--- config.mk ---
export PLATFORM = sky130hd
export DESIGN_NAME = ddr3_stream_writer
export DESIGN_NICKNAME = d
export VERILOG_FILES = /design/src/rtl/ddr3_wr_pkg.sv /design/src/rtl/ddr3_wr_fifo.sv /design/src/rtl/ddr3_stream_writer.sv
export SDC_FILE = /design/constraint.sdc
export NUM_CORES = 1
export LEC_CHECK = 0
export BUFFER_PORTS_ARGS = -buffer_cell sky130_fd_sc_hd__buf_4
export CAP_MARGIN = 0
export CORE_UTILIZATION = 60
export CTS_CLUSTER_DIAMETER = 200
export CTS_CLUSTER_SIZE = 24
export DETAILED_ROUTE_END_ITERATION = 7
export GPL_TIMING_DRIVEN = 0
export PLACE_DENSITY = 0.88
export SYNTH_ARGS = -nofsm -noshare
export SYNTH_HDL_FRONTEND = slang
export SYNTH_HIERARCHICAL = 1
export SYNTH_SLANG_ARGS = --single-unit
--- constraint.sdc ---
create_clock -name ui_clk -period 6.7 [get_ports ui_clk]
set_input_delay 0.67 -clock ui_clk [delete_from_list [all_inputs] [get_ports ui_clk]]
set_output_delay 0.67 -clock ui_clk [all_outputs]
set_load 0.005 [all_outputs]
--- src/rtl/ddr3_wr_pkg.sv ---
// Shared types and constants for the DDR3 stream writer: FSM state encoding,
// MIG command codes and write-data byte masks.
package ddr3_wr_pkg;

    typedef enum logic [2:0] {
        ST_IDLE = 3'd0,
        ST_W0   = 3'd1,
        ST_W1   = 3'd2,
        ST_PAD  = 3'd3,
        ST_CMD  = 3'd4
    } wr_state_t;

    localparam logic [2:0] CMD_WRITE = 3'b000;
    localparam logic [2:0] CMD_READ  = 3'b001;

    localparam logic [3:0] MASK_NONE = 4'h0;
    localparam logic [3:0] MASK_ALL  = 4'hF;

endpackage

--- src/rtl/ddr3_wr_fifo.sv ---
// Synchronous first-word-fall-through FIFO with full/empty flags; the head
// entry is visible on o_rd_data whenever o_empty is low.
module ddr3_wr_fifo #(
    parameter int WIDTH = 33,
    parameter int DEPTH = 16
) (
    input  logic             i_clk,
    input  logic             i_rst,
    input  logic             i_wr_en,
    input  logic [WIDTH-1:0] i_wr_data,
    input  logic             i_rd_en,
    output logic [WIDTH-1:0] o_rd_data,
    output logic             o_full,
    output logic             o_empty
);

    localparam int AW = $clog2(DEPTH);

    logic [WIDTH-1:0] r_mem [DEPTH];
    logic [AW:0]      r_wptr;
    logic [AW:0]      r_rptr;
    logic             w_push;
    logic             w_pop;

    // Pointers carry one extra wrap bit so full and empty are distinguishable.
    assign o_empty   = (r_wptr == r_rptr);
    assign o_full    = (r_wptr[AW] != r_rptr[AW]) && (r_wptr[AW-1:0] == r_rptr[AW-1:0]);
    assign w_pop     = i_rd_en && !o_empty;
    assign w_push    = i_wr_en && (!o_full || w_pop);
    assign o_rd_data = r_mem[r_rptr[AW-1:0]];

    always_ff @(posedge i_clk) begin
        if (w_push) begin
            r_mem[r_wptr[AW-1:0]] <= i_wr_data;
        end
    end

    always_ff @(posedge i_clk or posedge i_rst) begin
        if (i_rst) begin
            r_wptr <= '0;
            r_rptr <= '0;
        end else begin
            if (w_push) begin
                r_wptr <= r_wptr + {{AW{1'b0}}, 1'b1};
            end
            if (w_pop) begin
                r_rptr <= r_rptr + {{AW{1'b0}}, 1'b1};
            end
        end
    end

endmodule

--- src/rtl/ddr3_stream_writer.sv ---
// Packs a 32-bit word stream into BL8 MIG write bursts at sequential addresses.
// Define DDR3_WR_STATS_EN to add saturating burst/stall counters.
module ddr3_stream_writer
    import ddr3_wr_pkg::*;
#(
    parameter int FIFO_DEPTH = 16,
    parameter int ADDR_W     = 28,
    parameter int LEN_W      = 20,
    parameter int ADDR_STEP  = 8
) (
    input  logic              ui_clk,
    input  logic              ui_clk_sync_rst,
    input  logic              init_calib_complete,
    input  logic [ADDR_W-1:0] cfg_base_addr,
    input  logic [LEN_W-1:0]  cfg_frame_bursts,
    input  logic [31:0]       s_data,
    input  logic              s_last,
    input  logic              s_valid,
    output logic              s_ready,
    output logic [ADDR_W-1:0] app_addr,
    output logic [2:0]        app_cmd,
    output logic              app_en,
    input  logic              app_rdy,
    output logic [31:0]       app_wdf_data,
    output logic [3:0]        app_wdf_mask,
    output logic              app_wdf_wren,
    output logic              app_wdf_end,
    input  logic              app_wdf_rdy,
`ifdef DDR3_WR_STATS_EN
    output logic [31:0]       stat_bursts,
    output logic [31:0]       stat_cmd_stall,
    output logic [31:0]       stat_wdf_stall,
`endif
    output logic              frame_done,
    output logic              busy
);

    localparam logic [ADDR_W-1:0] STEP = ADDR_W'(ADDR_STEP);

    wr_state_t         r_state;
    logic [ADDR_W-1:0] r_offset;
    logic [LEN_W-1:0]  r_burst_cnt;
    logic              r_burst_last;
    logic              r_frame_done;

    logic              w_full;
    logic              w_empty;
    logic [32:0]       w_head;
    logic              w_push;
    logic              w_pop;
    logic              w_wdf_acc;
    logic              w_cmd_acc;
    logic [LEN_W-1:0]  w_burst_cnt_nx;
    logic              w_frame_end;

    // Reset is folded in so the stream sees no ready while the block is held.
    assign s_ready   = !w_full && init_calib_complete && !ui_clk_sync_rst;
    assign w_push    = s_valid && s_ready;
    assign w_wdf_acc = app_wdf_wren && app_wdf_rdy;
    assign w_cmd_acc = app_en && app_rdy;
    assign w_pop     = w_wdf_acc && ((r_state == ST_W0) || (r_state == ST_W1));

    assign w_burst_cnt_nx = r_burst_cnt + LEN_W'(1);
    assign w_frame_end    = r_burst_last ||
                            ((cfg_frame_bursts != '0) && (w_burst_cnt_nx == cfg_frame_bursts));

    ddr3_wr_fifo #(
        .WIDTH (33),
        .DEPTH (FIFO_DEPTH)
    ) u_fifo (
        .i_clk     (ui_clk),
        .i_rst     (ui_clk_sync_rst),
        .i_wr_en   (w_push),
        .i_wr_data ({s_last, s_data}),
        .i_rd_en   (w_pop),
        .o_rd_data (w_head),
        .o_full    (w_full),
        .o_empty   (w_empty)
    );

    always_comb begin
        app_wdf_wren = 1'b0;
        app_wdf_data = '0;
        app_wdf_mask = MASK_NONE;
        app_wdf_end  = 1'b0;
        app_en       = 1'b0;
        case (r_state)
            ST_W0: begin
                app_wdf_wren = 1'b1;
                app_wdf_data = w_head[31:0];
            end
            // The second word may not have arrived yet; hold off until it does.
            ST_W1: begin
                app_wdf_wren = !w_empty;
                app_wdf_end  = !w_empty;
                app_wdf_data = w_empty ? 32'd0 : w_head[31:0];
            end
            ST_PAD: begin
                app_wdf_wren = 1'b1;
                app_wdf_mask = MASK_ALL;
                app_wdf_end  = 1'b1;
            end
            ST_CMD: begin
                app_en = 1'b1;
            end
            default: begin
                app_en = 1'b0;
            end
        endcase
    end

    assign app_addr   = cfg_base_addr + r_offset;
    assign app_cmd    = CMD_WRITE;
    assign frame_done = r_frame_done;
    assign busy       = !w_empty || (r_state != ST_IDLE);

    always_ff @(posedge ui_clk or posedge ui_clk_sync_rst) begin
        if (ui_clk_sync_rst) begin
            r_state      <= ST_IDLE;
            r_offset     <= '0;
            r_burst_cnt  <= '0;
            r_burst_last <= 1'b0;
            r_frame_done <= 1'b0;
        end else begin
            r_frame_done <= 1'b0;
            case (r_state)
                ST_IDLE: begin
                    if (!w_empty && init_calib_complete) begin
                        r_state <= ST_W0;
                    end
                end
                ST_W0: begin
                    if (w_wdf_acc) begin
                        r_burst_last <= w_head[32];
                        r_state      <= w_head[32] ? ST_PAD : ST_W1;
                    end
                end
                ST_W1: begin
                    if (w_wdf_acc) begin
                        r_burst_last <= w_head[32];
                        r_state      <= ST_CMD;
                    end
                end
                ST_PAD: begin
                    if (w_wdf_acc) begin
                        r_state <= ST_CMD;
                    end
                end
                ST_CMD: begin
                    if (w_cmd_acc) begin
                        r_state <= ST_IDLE;
                        if (w_frame_end) begin
                            r_offset     <= '0;
                            r_burst_cnt  <= '0;
                            r_frame_done <= 1'b1;
                        end else begin
                            r_offset    <= r_offset + STEP;
                            r_burst_cnt <= w_burst_cnt_nx;
                        end
                    end
                end
                default: begin
                    r_state <= ST_IDLE;
                end
            endcase
        end
    end

`ifdef DDR3_WR_STATS_EN
    logic [31:0] r_stat_bursts;
    logic [31:0] r_stat_cmd_stall;
    logic [31:0] r_stat_wdf_stall;

    // Counters stick at all-ones rather than wrapping.
    always_ff @(posedge ui_clk or posedge ui_clk_sync_rst) begin
        if (ui_clk_sync_rst) begin
            r_stat_bursts    <= '0;
            r_stat_cmd_stall <= '0;
            r_stat_wdf_stall <= '0;
        end else begin
            if (w_cmd_acc && (r_stat_bursts != '1)) begin
                r_stat_bursts <= r_stat_bursts + 32'd1;
            end
            if ((r_state == ST_CMD) && !app_rdy && (r_stat_cmd_stall != '1)) begin
                r_stat_cmd_stall <= r_stat_cmd_stall + 32'd1;
            end
            if (app_wdf_wren && !app_wdf_rdy && (r_stat_wdf_stall != '1)) begin
                r_stat_wdf_stall <= r_stat_wdf_stall + 32'd1;
            end
        end
    end

    assign stat_bursts    = r_stat_bursts;
    assign stat_cmd_stall = r_stat_cmd_stall;
    assign stat_wdf_stall = r_stat_wdf_stall;
`endif

endmodule

### Word level (Yosys, flattened, before mapping)

Memory sizes are Yosys's and may differ from the RTL's.
Index checks and enable logic that the tools add are counted.
Widths: inputs -> output; s select.

| operators by class | value |
|---|---|
| add/sub/neg operators | 5 |
| equality and inequality tests | 12 |
| reductions and logical operators | 27 |
| mux-type cells | 19 |

Operators by type and width:

| cell | number |
|---|---|
| $pmux 32 s2 | 1 |
| $mux 32 | 1 |
| $add 28x28->28 | 1 |
| $add 28x4->28 const B | 1 |
| $mux 28 | 1 |
| $add 20x1->20 const B | 1 |
| $eq 20x20->1 | 1 |
| $mux 20 | 1 |
| $reduce_bool 20->1 | 1 |
| $mux 3 | 4 |
| $pmux 3 s4 | 1 |
| $logic_and 1x1->1 | 11 |
| $add 5x1->5 const B | 2 |
| $mux 1 | 7 |
| $eq 3x2->1 const B | 2 |
| $ne 2x2->1 const B | 3 |
| $reduce_or 2->1 | 3 |
| $eq 5x5->1 | 1 |
| $eq 4x4->1 | 1 |
| $logic_or 1x1->1 | 4 |
| $mux 4 | 1 |
| $pmux 1 s2 | 2 |
| $reduce_and 2->1 | 2 |
| $reduce_and 4->1 | 1 |
| other kinds (7) | 9 |

| word-level totals | value |
|---|---|
| bits in registers | 63 |
| memories kept | 1 |
| RAM bits | 528 |
| input bits | 87 |
| logic and storage cells | 71 |

Memories:

| name | words | width | rd ports | clocked after Yosys merged registers in | wr ports | line | RTL |
|---|---|---|---|---|---|---|---|
| u_fifo.r_mem | 16 | 33 | 1 | 0 | 1 | ddr3_wr_fifo.sv:19 | `logic [WIDTH-1:0] r_mem [DEPTH];` |

### Logic depth before layout (Yosys ltp)

| logic depth | value |
|---|---|
| word-level depth | 10 |
| gate-level depth with buffers | 13 |
| mapped depth without buffers | 11 |

### By module

The synthesis kept the hierarchy.

By module, submodules not included:

| module | cells an instance | area each (sq um) | instances | sequential area each (sq um) |
|---|---|---|---|---|
| ddr3_wr_fifo | 877 | 20,518.4 | 1 | 16,105.4 |
| ddr3_stream_writer | 524 | 4,321.6 | 1 | 1,251.2 |

### Worst setup path after synthesis

No wires, ideal clock.

| path | value |
|---|---|
| path kind | reg-to-reg |
| from | register u_fifo.r_rptr[1] |
| to | memory u_fifo.r_mem[3][0] (enable) |
| stages on the path, launching flop included | 12 |
| clock period less this slack | 4.705 ns |
| path slack | 1.995 ns |
| arrival | 4.240 ns |
| path through | dfrtp_1 buf_4 xnor2_4 nand4_4 nand2b_4 inv_1 inv_1 nand3_1 a21oi_1 and2_1 o311ai_4 nor3_1 |

| between the ends | value |
|---|---|
| word-level cells in the longest chain between the ends | 10 |
| elaborated cells on any way between the ends | 16 |
| classes of those cells | 2 x eq/ne; 3 x mux; 11 x reduce/logical |

Ends and longest elaborated chain:

| element | line | RTL |
|---|---|---|
| from (decl) | ddr3_wr_fifo.sv:21 | `logic [AW:0] r_rptr;` |
| from (signal assigned) | ddr3_wr_fifo.sv:47 | `r_rptr <= r_rptr + {{AW{1'b0}}, 1'b1};` |
| $eq 5x5->1 | ddr3_wr_fifo.sv:26 | `assign o_empty = (r_wptr == r_rptr);` |
| net w_empty | ddr3_stream_writer.sv:47 | `logic w_empty;` |
| $logic_not 1->1 | ddr3_stream_writer.sv:94 | `app_wdf_wren = !w_empty;` |
| $pmux 1 s2 | ddr3_stream_writer.sv:87 | `case (r_state)` |
| $logic_and 1x1->1 | ddr3_stream_writer.sv:59 | `assign w_wdf_acc = app_wdf_wren && app_wdf_rdy;` |
| $logic_and 1x1->1 | ddr3_stream_writer.sv:61 | `assign w_pop = w_wdf_acc && ((r_state == ST_W0) \|\| (r_state == ST_W1));` |
| net w_pop | ddr3_stream_writer.sv:50 | `logic w_pop;` |
| $logic_and 1x1->1 | ddr3_wr_fifo.sv:28 | `assign w_pop = i_rd_en && !o_empty;` |
| $logic_or 1x1->1 | ddr3_wr_fifo.sv:29 | `assign w_push = i_wr_en && (!o_full \|\| w_pop);` |
| $logic_and 1x1->1 | ddr3_wr_fifo.sv:29 |  |
| $mux 1 | ddr3_wr_fifo.sv:33 | `if (w_push) begin` |
| $mux 1 (not written as such) | ddr3_wr_fifo.sv:34 | `r_mem[r_wptr[AW-1:0]] <= i_wr_data;` |
| to (decl) | ddr3_wr_fifo.sv:19 |  |

The timed path passes the listed nets, and every way through them passes these cells.

### Final worst setup path

| path | value |
|---|---|
| from | register u_fifo.r_rptr[1] |
| to | output port app_wdf_data[25] |

| between the ends | value |
|---|---|
| word-level cells in the longest chain between the ends | 3 |
| elaborated cells on any way between the ends | 4 |
| classes of those cells | 1 x eq/ne; 2 x mux; 1 x memory |

Ends and longest elaborated chain:

| element | line | RTL |
|---|---|---|
| $eq 5x5->1 | ddr3_wr_fifo.sv:26 |  |
| net w_empty | ddr3_stream_writer.sv:47 |  |
| $mux 32 | ddr3_stream_writer.sv:96 | `app_wdf_data = w_empty ? 32'd0 : w_head[31:0];` |
| $pmux 32 s2 | ddr3_stream_writer.sv:87 |  |
| to (decl) | ddr3_stream_writer.sv:24 | `output logic [31:0] app_wdf_data,` |

The timed path passes the listed nets, and every way through them passes these cells.

==> flow_summary.ini <==
[sta]
final.period_utilization = 0.6679
fin_crit_ns = 4.475
fmax_mhz = 223.5
rsz0062_at_grt = false
worst_pin_slew_ns = 1.140
finalSetupViolations = 0
slew_headroom = 0.2400
hold_ws_ns = 0.06479
hold_viol = 0
report.final.slew_viol_count = 0
skew_ns = 0.01550

[setup_path]
critPathArrivalTime_ns = 3.81
path_class = reg2out
critPathRequiredTime_ns = 6.03
path_max_fanout = 10
startpoint_type = register
endpoint_kind = output port

[placed_design]
dp_hpwl_um = 38120
numPortBuffers = 153
routabilityCongestion = 0.9059
dpl.cell_count = 2107

[yosys]
yosysMostFrequentCell = edfxtp_1
synth_commonest_cells = edfxtp_1, mux4_2, nor2_1, a22oi_1, nand2_1
yosys-top-cells-area = edfxtp_1, mux4_2, dfrtp_1
synth-edff-count = 528
avgSynthCellArea_um2 = 17.73
netlist_instances = 1401
synth_seq_cells = 588
synth.yosys.warnings = 6
async_flop_share = 0.1020
yosysSeqAreaShare = 0.6987
yosysTopAreaCell = edfxtp_1
netlist_area_um2 = 24840
synth_ff_type = edfxtp_1
netlist-cell-type-count = 66
synth_top_area_share = 0.6383

[routing]
drt_iter0_markers = 1683
drc = 0
drt_pass1_iterations = 5
drtAntennaViolNets = 0
vias_per_cell = 6.657
wire_per_inst_um = 28.33
routed_wl_um = 60850
num_vias = 14300

[global_route]
antenna_found_initial = 1
grt_pass1_vias = 14360
grt_pass1_wl_um = 89450
grt_overflow_total = 0
grt_max_degree = 28
grtUsageTotal = 0.2936

[cells_and_area]
nets = 1723
nFillCells = 2487
regArea_um2 = 17360
drive_above_1_share = 0.2576
post-route-util = 0.6828
instances_no_fill = 2148
multi_input_area_um2 = 7005
area_delta_synth_final_pct = 12.24

[cts]
cts_tree = yes
post_cts_buffers = 0
cts_root_buffer = clkbuf_16
post_cts_resized = 0
postCtsHoldBufs = 0
clock_sinks = 588
cts_buffer_depth = 3
insertion_delay_ns = 0.61
htree_levels = 1
clk_pin_slew_ns = 0.10
cts_made_buffers = 28

[job]
cap_viol_max_count = 0

[floorplanning]
die_w_um = 205.5
core_area_um2 = 40830
die_h_um = 205.5
initial_core_util = 0.6084
dieArea_um2 = 42220
rows = 74
ios = 160

[power]
ir_drop_mv = 0.2758
leakagePower_nw = 9.744
p_per_area_nw_per_um2 = 333.4

[min_path]
hold_path.class = in2async

[status]
status = completed
## logic make-up after synthesis
logic type / count (synthesis) / share of synthesized area
flip-flops: 588 / 0.6987
AND/OR/NAND/NOR: 292 / 0.06065
AO/OA/AOI/OAI: 167 / 0.04815
multiplexers: 139 / 0.1229
buffers and inverters: 99 / 0.02116
XOR/XNOR: 83 / 0.03224
adder cells (fa/ha/maj): 32 / 0.01602
other: 1 / 0.0001510
## where the power goes
part / leakage [nW] / internal, mW / switching [mW]
Clock: 0.371 / 0.776 / 1.08
Sequential: 5.56 / 4.12 / 0.0895
Combinational: 3.81 / 1.46 / 1.77
Total: 9.74 / 6.35 / 2.94
## cell usage in the layout, fill, tap and decap left out, types with 4 or more instances in the layout
cell type,count
inv_1,19
nor2_1,68
o21a_1,4
clkbuf_1,40
nand4_1,16
a22o_1,13
a21o_1,7
a22oi_1,67
nor4_1,10
xnor2_1,46
and3_2,12
o21ai_1,7
and4_1,5
mux4_2,132
nand2_1,63
nor2b_1,13
o21ai_0,26
buf_16,7
buf_2,24
xor2_1,31
nand2b_1,6
buf_4,166
nand3_1,19
buf_12,9
edfxtp_1,528
buf_6,13
nor3_1,13
mux2_2,4
dfrtp_1,60
clkbuf_16,28
a21oi_1,18
ha_1,31
and2_1,38
and3_1,15
## registers in the layout, indices dropped and copies added, names as in the netlist
name           flops
r_burst_cnt       20
r_offset          25
u_fifo/r_rptr      5
r_state            3
u_fifo/r_mem     528
frame_done         1
u_fifo/r_wptr      5
r_burst_last       1
## final timing paths
check / depth (start not counted) / from / to / slack (ns)
min: 2 / ui_clk_sync_rst / u_fifo/r_rptr[0] / 0.06
max in group asynchronous: 3 / ui_clk_sync_rst / r_offset[22] / 6.03
min in group ui_clk: 2 / app_rdy / r_state[2] / 0.30
max reg2reg: 13 / u_fifo/r_rptr[1] / u_fifo/r_mem[3][1] / 2.64
max: 11 / u_fifo/r_rptr[1] / app_wdf_data[25] / 2.22
min reg2reg: 1 / u_fifo/r_wptr[4] / u_fifo/r_wptr[4] / 0.49
## layout make-up
class | count | share of cell area
flip-flops and latches | 588 | 0.6225
multi-input cells | 716 | 0.2513
repair buffers | 172 | 0.05578
clock buffers | 38 | 0.02648
well taps | 532 | 0.02387
plain buffers | 79 | 0.01616
inverters | 20 | 0.002693
clock inverters | 2 | 0.001167
diodes | 1 | 0.00008975
## stage by stage
step	total power [mW]	worst slack (ns)	cell area (um^2)	TNS, ns
floorplan	6.285	1.995	24850	0
global placement	7.272	-0.5669	26660	-18.54
detailed placement	7.441	2.744	27110	0
CTS	9.295	2.251	27880	0
global route	9.600	2.102	27880	0
finish	9.295	2.225	27880	0
## worst max-delay path: stages, from the launching register on
cell and delay [ns]:
dfrtp_1 0.40, buf_4 0.20, xnor2_4 0.16, nand4_4 0.13, nand2b_4 0.17, inv_1 0.08, inv_1 0.10, nand3_1 0.09
a21oi_1 0.52, clkbuf_1 0.83, and2_1 0.36, buf_4 0.15
## metal layers
metal | global-route usage | vias to the layer above | part of all wire
met4 | 0.1323 | 0 | 0.048
met3 | 0.03595 | 196 | 0.091
li1 | - | 5933 | -
met2 | 0.4980 | 975 | 0.50
met1 | 0.3833 | 7195 | 0.36
met5 | 0 | - | 0
Note: power is estimated with default switching activity, not from simulation.
